`src/rtl/div_gen_if.sv`:
```
// Request/result bundle for div_gen: operands and mode in, quotient, remainder,
// handshake and status flags out.
interface div_gen_if #(
  parameter int unsigned DD_W = 8,
  parameter int unsigned DQ_W = 4
);
  logic            start;
  logic            mode;
  logic [DD_W-1:0] dd;
  logic [DQ_W-1:0] dq;
  logic [DD_W-1:0] ans;
  logic [DQ_W-1:0] are;
  logic            busy;
  logic            done;
  logic            dz;
  logic            ovf;

  modport master (
    output start, mode, dd, dq,
    input  ans, are, busy, done, dz, ovf
  );

  modport slave (
    input  start, mode, dd, dq,
    output ans, are, busy, done, dz, ovf
  );
endinterface

```
`src/rtl/div_gen.sv`:
```
// Sequential restoring divider, one quotient bit per clock, signed/unsigned with
// divide-by-zero and overflow flags and a busy/done handshake.
module div_gen #(
  parameter int unsigned DD_W = 8,
  parameter int unsigned DQ_W = 4
) (
  input logic      clock,
  input logic      reset,
  div_gen_if.slave bus
);
  localparam int unsigned CntW = $clog2(DD_W + 1);
  localparam logic [DD_W-1:0] DdMin = {1'b1, {(DD_W-1){1'b0}}};

  typedef enum logic [1:0] {StIdle, StCalc, StFix} state_e;

  state_e          state_q;
  logic [DD_W-1:0] quo_q;
  logic [DQ_W-1:0] rem_q;
  logic [DQ_W-1:0] dvs_q;
  logic [CntW-1:0] cnt_q;
  logic            q_neg_q;
  logic            r_neg_q;
  logic            ovf_q;

  logic            dd_neg;
  logic            dq_neg;
  logic            ovf_in;
  logic [DD_W-1:0] dd_mag;
  logic [DQ_W-1:0] dq_mag;
  logic [DQ_W:0]   rem_sh;
  logic [DQ_W+1:0] trial;
  logic            q_bit;
  logic [DQ_W-1:0] rem_nxt;
  logic            unused_trial_bit;

  // Magnitudes read as unsigned, so the most-negative operand maps to 2^(W-1) exactly.
  always_comb begin
    dd_neg  = bus.mode & bus.dd[DD_W-1];
    dq_neg  = bus.mode & bus.dq[DQ_W-1];
    dd_mag  = dd_neg ? -bus.dd : bus.dd;
    dq_mag  = dq_neg ? -bus.dq : bus.dq;
    ovf_in  = bus.mode && (bus.dd == DdMin) && (bus.dq == '1);
    rem_sh  = {rem_q, quo_q[DD_W-1]};
    trial   = {1'b0, rem_sh} - {2'b00, dvs_q};
    q_bit   = ~trial[DQ_W+1];
    rem_nxt = q_bit ? trial[DQ_W-1:0] : rem_sh[DQ_W-1:0];
  end

  // A kept difference is always below the divisor, so this bit is zero whenever used.
  assign unused_trial_bit = trial[DQ_W];

  always_ff @(posedge clock) begin
    if (reset) begin
      state_q  <= StIdle;
      quo_q    <= '0;
      rem_q    <= '0;
      dvs_q    <= '0;
      cnt_q    <= '0;
      q_neg_q  <= 1'b0;
      r_neg_q  <= 1'b0;
      ovf_q    <= 1'b0;
      bus.ans  <= '0;
      bus.are  <= '0;
      bus.busy <= 1'b0;
      bus.done <= 1'b0;
      bus.dz   <= 1'b0;
      bus.ovf  <= 1'b0;
    end else begin
      bus.done <= 1'b0;
      unique case (state_q)
        StIdle: begin
          if (bus.start) begin
            if (bus.dq == '0) begin
              bus.ans  <= '1;
              bus.are  <= '0;
              bus.dz   <= 1'b1;
              bus.ovf  <= 1'b0;
              bus.done <= 1'b1;
            end else begin
              quo_q    <= dd_mag;
              rem_q    <= '0;
              dvs_q    <= dq_mag;
              cnt_q    <= CntW'(DD_W);
              q_neg_q  <= dd_neg ^ dq_neg;
              r_neg_q  <= dd_neg;
              ovf_q    <= ovf_in;
              bus.busy <= 1'b1;
              state_q  <= StCalc;
            end
          end
        end
        StCalc: begin
          quo_q <= {quo_q[DD_W-2:0], q_bit};
          rem_q <= rem_nxt;
          cnt_q <= cnt_q - CntW'(1);
          if (cnt_q == CntW'(1)) state_q <= StFix;
        end
        StFix: begin
          // Overflow case needs no special result: |min| re-wraps to min unchanged.
          bus.ans  <= q_neg_q ? -quo_q : quo_q;
          bus.are  <= r_neg_q ? -rem_q : rem_q;
          bus.dz   <= 1'b0;
          bus.ovf  <= ovf_q;
          bus.done <= 1'b1;
          bus.busy <= 1'b0;
          state_q  <= StIdle;
        end
        default: state_q <= StIdle;
      endcase
    end
  end
endmodule
```
`src/flat_wrapper.sv`:
```
// flat-port wrapper written by rule: the top's interface ports become plain ports
module div_gen_flat 
#(
  parameter int unsigned DD_W = 8,
  parameter int unsigned DQ_W = 4
)
  (clock, reset, bus_start, bus_mode, bus_dd, bus_dq, bus_ans, bus_are, bus_busy, bus_done, bus_dz, bus_ovf);
  div_gen_if #(.DD_W(DD_W), .DQ_W(DQ_W)) bus_i ();
  input logic clock;
  input logic reset;
  input wire logic [$bits(bus_i.start)-1:0] bus_start;
  input wire logic [$bits(bus_i.mode)-1:0] bus_mode;
  input wire logic [$bits(bus_i.dd)-1:0] bus_dd;
  input wire logic [$bits(bus_i.dq)-1:0] bus_dq;
  output wire logic [$bits(bus_i.ans)-1:0] bus_ans;
  output wire logic [$bits(bus_i.are)-1:0] bus_are;
  output wire logic [$bits(bus_i.busy)-1:0] bus_busy;
  output wire logic [$bits(bus_i.done)-1:0] bus_done;
  output wire logic [$bits(bus_i.dz)-1:0] bus_dz;
  output wire logic [$bits(bus_i.ovf)-1:0] bus_ovf;
  assign bus_i.start = bus_start;
  assign bus_i.mode = bus_mode;
  assign bus_i.dd = bus_dd;
  assign bus_i.dq = bus_dq;
  assign bus_ans = bus_i.ans;
  assign bus_are = bus_i.are;
  assign bus_busy = bus_i.busy;
  assign bus_done = bus_i.done;
  assign bus_dz = bus_i.dz;
  assign bus_ovf = bus_i.ovf;
  div_gen #(.DD_W(DD_W), .DQ_W(DQ_W)) u_core (.clock(clock), .reset(reset), .bus(bus_i));
endmodule
```
`config.mk`:
```
export PLATFORM = sky130hd
export DESIGN_NAME = div_gen_flat
export DESIGN_NICKNAME = d
export VERILOG_FILES = /design/src/rtl/div_gen_if.sv /design/src/rtl/div_gen.sv /design/src/flat_wrapper.sv
export SDC_FILE = /design/constraint.sdc
export NUM_CORES = 1
export LEC_CHECK = 0
export BUFFER_PORTS_ARGS = -buffer_cell sky130_fd_sc_hd__buf_4
export CAP_MARGIN = 30
export CORE_MARGIN = 2
export CORE_UTILIZATION = 40
export CTS_CLUSTER_SIZE = 16
export DETAILED_ROUTE_END_ITERATION = 12
export HOLD_SLACK_MARGIN = 0.06
export PLACE_DENSITY = 0.56
export SETUP_SLACK_MARGIN = 0.4
export SLEW_MARGIN = 10
export SYNTH_ARGS = -nofsm -noshare
export SYNTH_HDL_FRONTEND = slang
export SYNTH_SLANG_ARGS = --single-unit
```
`constraint.sdc`:
```
create_clock -name clock -period 2.3 [get_ports clock]
set_input_delay 0.575 -clock clock [delete_from_list [all_inputs] [get_ports clock]]
set_output_delay 0.575 -clock clock [all_outputs]
set_load 0.01 [all_outputs]
```
### Word level (Yosys, flattened, before mapping)

Index checks and enable logic that the tools add are counted.

* flip-flop bits (word level): 41
* input port bits: 16
* output and inout port bits: 16
* word-level logic and storage cells: 81

* $add $sub $neg: 6
* eq/ne operators: 9
* mux-type cells: 36
* bitwise logic cells: 5
* reductions and logical operators: 11

Operators by type and width (count)
* $mux W8: 6
* $mux W4: 9
* $pmux W8 S2: 2
* $pmux W4 S2: 3
* $neg A8 Y8: 2
* $reduce_and A3 Y1: 5
* $eq A8 B8 Y1 const B: 1
* $mux W1: 8
* $neg A4 Y4: 2
* $pmux W1 S2: 4
* $mux W2: 3
* $sub A5 B4 Y6: 1
* $eq A4 B1 Y1 const B: 1
* $eq A4 B4 Y1 const B: 1
* $logic_not A4 Y1: 1
* $ne A2 B1 Y1 const B: 2
* $ne A2 B2 Y1 const B: 2
* $pmux W2 S2: 1
* $reduce_bool A2 Y1: 2
* $sub A4 B1 Y4 const B: 1
* $and A1 B1 Y1: 2
* $eq A2 B1 Y1 const B: 1
* $eq A2 B2 Y1 const B: 1
* $logic_and A1 B1 Y1: 2
* other kinds (3): 4

### Logic depth before layout (Yosys ltp)

* depth after elaboration: 5
* gate-level depth with buffers: 8
* mapped depth without buffers: 6

### Worst setup path before layout

Ideal clock, no wire load.

* path kind: input to register
* start: input port bus_dq[0]
* end: register u_core.rem_q[2]
* setup time: 0.120 ns
* data arrival time: 1.758 ns
* required time: 2.180 ns
* path slack: 0.422 ns
* cell stages on the path: 7
* buffers on the path: 1
* path through: inv_1 > ha_1 > nor4b_2 > or2_1 > clkbuf_2 > nor2b_1 > a211o_1

* word-level cells in the longest chain between the ends: 3

RTL lines
* from (decl): line flat_wrapper.sv:14 `input wire logic [$bits(bus_i.dq)-1:0] bus_dq;`
* $logic_not A4 Y1: line div_gen.sv:73 `if (bus.dq == '0) begin`
* $ne A2 B2 Y1 (no source line)
* $reduce_and A3 Y1 (no source line)
* to (signal assigned): line div_gen.sv:94 `rem_q <= rem_nxt;`
* to (decl): line div_gen.sv:18 `logic [DQ_W-1:0] rem_q;`

No other way between the ends.
A chain may end at the register's enable or synchronous reset.

### Worst setup path in the final report

* start: register u_core.dvs_q[1]
* end: register u_core.rem_q[0]

* word-level cells in the longest chain between the ends: 3

RTL lines
* from (decl): line div_gen.sv:19 `logic [DQ_W-1:0] dvs_q;`
* from (signal assigned): line div_gen.sv:82 `dvs_q <= dq_mag;`
* $sub A5 B4 Y6: line div_gen.sv:44 `trial = {1'b0, rem_sh} - {2'b00, dvs_q};`
* $mux W4: line div_gen.sv:46 `rem_nxt = q_bit ? trial[DQ_W-1:0] : rem_sh[DQ_W-1:0];`
* $pmux W4 S2: line div_gen.sv:70 `unique case (state_q)`

No other way between the ends.

==> metrics <==
synth unique cells 54; GR Util All Layers 18.2%; metal2 WL 2.30 mm; area of the die roughly 6200 µm²; relative slew slack 72.5%; Switching Fraction 30.1%; Syn Inst Count 256; number of global-route vias before repair 1830; Critical R2R Launch u_core.dvs_q[1]; peak supply drop around 0.00020 V; port bufs 31; Core Box Area about 5500 µm²; status finished clean; gr ovfl total 0; commonest cells in the netlist dfxtp_1, nor2_1, inv_1, nand2_1; Logic pwr share 25.0%; Clk pwr share 25.9%; Residual DRC 0; CTS Root Cell clkbuf_8; final non-filler cell area 2720 µm²; period utilisation layout around four fifths; CP Launch Point u_core.dvs_q[1]; unrepaired setup endpoints after global routing false; ANT cells 0; DR WL met3 214 µm; worst clock skew 11.7 ps; EDFF count, synth 0; leakage between 1 and 1.5 nW; area of the multi-input gates ~1300 µm²; Setup CP Type reg -> reg; hold path start u_core.dvs_q[0]; hold crit path type reg -> reg; Final #Nets 320; wl on met1 2.67 mm; via count 1955; CP max FO 5; Final Setup Violations 0; critical path cell sequence inv_2 -> ha_4 -> nor2b_4 -> o31a_1 -> or3_1 -> a32o_1; Tmin final 1810 ps; Mean Syn Cell Area 8.77 µm²; top sig layer met4; Area Overhead vs Synth 21.1%; DR pass1 iterations 4; post-route setup TNS 0 ps; Slew Limit Fails 0; delay of the slowest critical-path stage 390 ps; top cells by area, synth dfxtp_1, ha_1, nor2_1, xnor2_1, inv_1; predominant post-synthesis flop cell dfxtp_1; register area ~830 µm²; Max Fclk around 550 MHz; critical path arrival 1980 ps; Die Ht slightly below 80 µm; Int Pwr around 1.2 mW; Power Total 1.66 mW; share of layout cells above drive strength 1 24.1%; Worst setup EP type flop; Routed WL per cell between 10 and 15 µm; Iteration-0 DRC Markers between 70 and 80; Yosys warning count 0; Mapped Nets 284; Post-DRT Antenna Nets 0; initial antenna violation count 0; pin count of the biggest net entering global routing 38; Filler Cell Count approximately 580; routed wire length between 5 and 6 mm; TritonCTS Buffers 5; DIE WIDTH slightly below 80 µm; Power Density 612 nW/µm²; clock buffer depth 2; RePlAce Congestion roughly 0.74; clk sink count 41; Sequential Power Share between 40% and 50%; clock latency on the worst-skew pair just under 300 ps; area of placed instances 2580 µm²; crit start category flop; cell with the most instances after synthesis dfxtp_1; Post-DP HPWL 3.94 mm; Via density 5.39; fin cells 363; Cell Area, Synth 2250 µm²; clock transition at the registers of the reported paths 80 ps; CTS Hold Bufs 0; worst slew pin tran 407 ps; register bit total from synthesis ~40; Switch Pwr 500 µW; post-synth top area share between 30% and 40%; post-placement cell count 355; Max-Cap Viols 0; Worst path slowest cell or3_1; TritonCTS clock tree yes; std cell rows 27; final hold vios 0; sequential area share after synthesis 36.5%; I/O Pins 32; fraction of registers with async set/reset 0%; Synth area leader dfxtp_1; Req. time, crit path 2470 ps; # H-tree levels 2; Initial Util 41.0%; first-pass GRT wire length 9.07 mm
-- layout by cell type, fill, tap and decap left out, types with 6 or more instances in the layout --
cell type / n
a211oi_1: 8
o21ai_0: 9
nand2_1: 16
xnor2_1: 10
or3_1: 6
a21oi_1: 11
dfxtp_1: 38
ha_1: 9
inv_1: 16
nor2_1: 26
buf_4: 43
nor3_1: 8
-- layer usage --
layer | track usage, % | vias up
met2 | 27.0 | 52
met4 | 6.55 | 0
met1 | 26.4 | 906
met3 | 3.07 | 6
li1 | - | 991
met5 | 0 | -
-- worst paths after layout --
check	cells past startpoint	end	slack (ps)
worst min-delay path	2	u_core.dvs_q[0]	470
worst min register to register	2	u_core.dvs_q[0]	470
worst max-delay path	6	u_core.rem_q[0]	490
worst max register to register	6	u_core.rem_q[0]	490
-- power groups by stage --
stage	logic, mW	registers (mW)	clock network [mW]
detailed placement	0.387	0.831	0
floorplan	0.277	0.815	0
global route	0.469	0.824	0.469
CTS	0.391	0.815	0.449
finish	0.416	0.817	0.432
global placement	0.384	0.830	0
-- cell families (layout without fill, tap and decap cells) --
logic type	count (synthesis)	after routing	synth area share, %
mux	3	3	1.39
buf+inv	31	66	5.51
compound gates	63	63	21.6
fa+ha+maj	12	12	7.02
flops	41	41	36.5
xor+xnor	15	15	5.85
simple gates	91	91	22.1
-- flip-flops by register name, summed over array words and instances, names as in the netlist --
signal           flops
u_core.bus.busy      1
u_core.bus.are       4
u_core.q_neg_q       1
u_core.ovf_q         1
u_core.quo_q         8
u_core.bus.dz        1
u_core.bus.ans       8
u_core.bus.done      1
u_core.bus.ovf       1
u_core.cnt_q         4
u_core.state_q       2
u_core.r_neg_q       1
u_core.dvs_q         4
u_core.rem_q         4
-- worst max-delay path: cells and delay by family (launching register included) --
family	cells	cell delay [ps]
AO/OA/AOI/OAI	2	570
AND/OR/NAND/NOR	2	510
flip-flops	1	370
adder cells (fa/ha/maj)	1	200
buffers and inverters	1	40
-- timing repair --
| item | 4_1_cts | 5_1_grt |
|---|---|---|
| gates resized for setup | 2 | 12 |
| pin swaps | 0 | 4 |
| setup endpoints to repair | 4 | 6 |
| buffers inserted | 0 | 2 |
| endpoints found under the hold margin | 0 | 0 |
-- stage by stage --
| step | setup WS, ps | hold WS [ps] | utilization [%] |
|---|---|---|---|
| 6_report | 488 | 475 | 49.7 |
| 5_1_grt | 403 | 493 | 49.7 |
| 4_1_cts | 414 | 469 | 48.6 |
| 3_5_place_dp | 64.4 | 458 | 47.2 |
| 3_3_place_gp | 138 | 454 | 47.2 |
| 2_1_floorplan | 422 | 432 | - |
-- area by class of cell --
cell class	count	share of cell area (%)
timing repair buffer	43	11.9
clock buffer	5	2.53
tap	72	3.31
multi-input combinational	184	49.3
sequential	41	30.4
clock inverter	1	0.184
inverter	17	2.35
(Power assumes the default switching activity.)
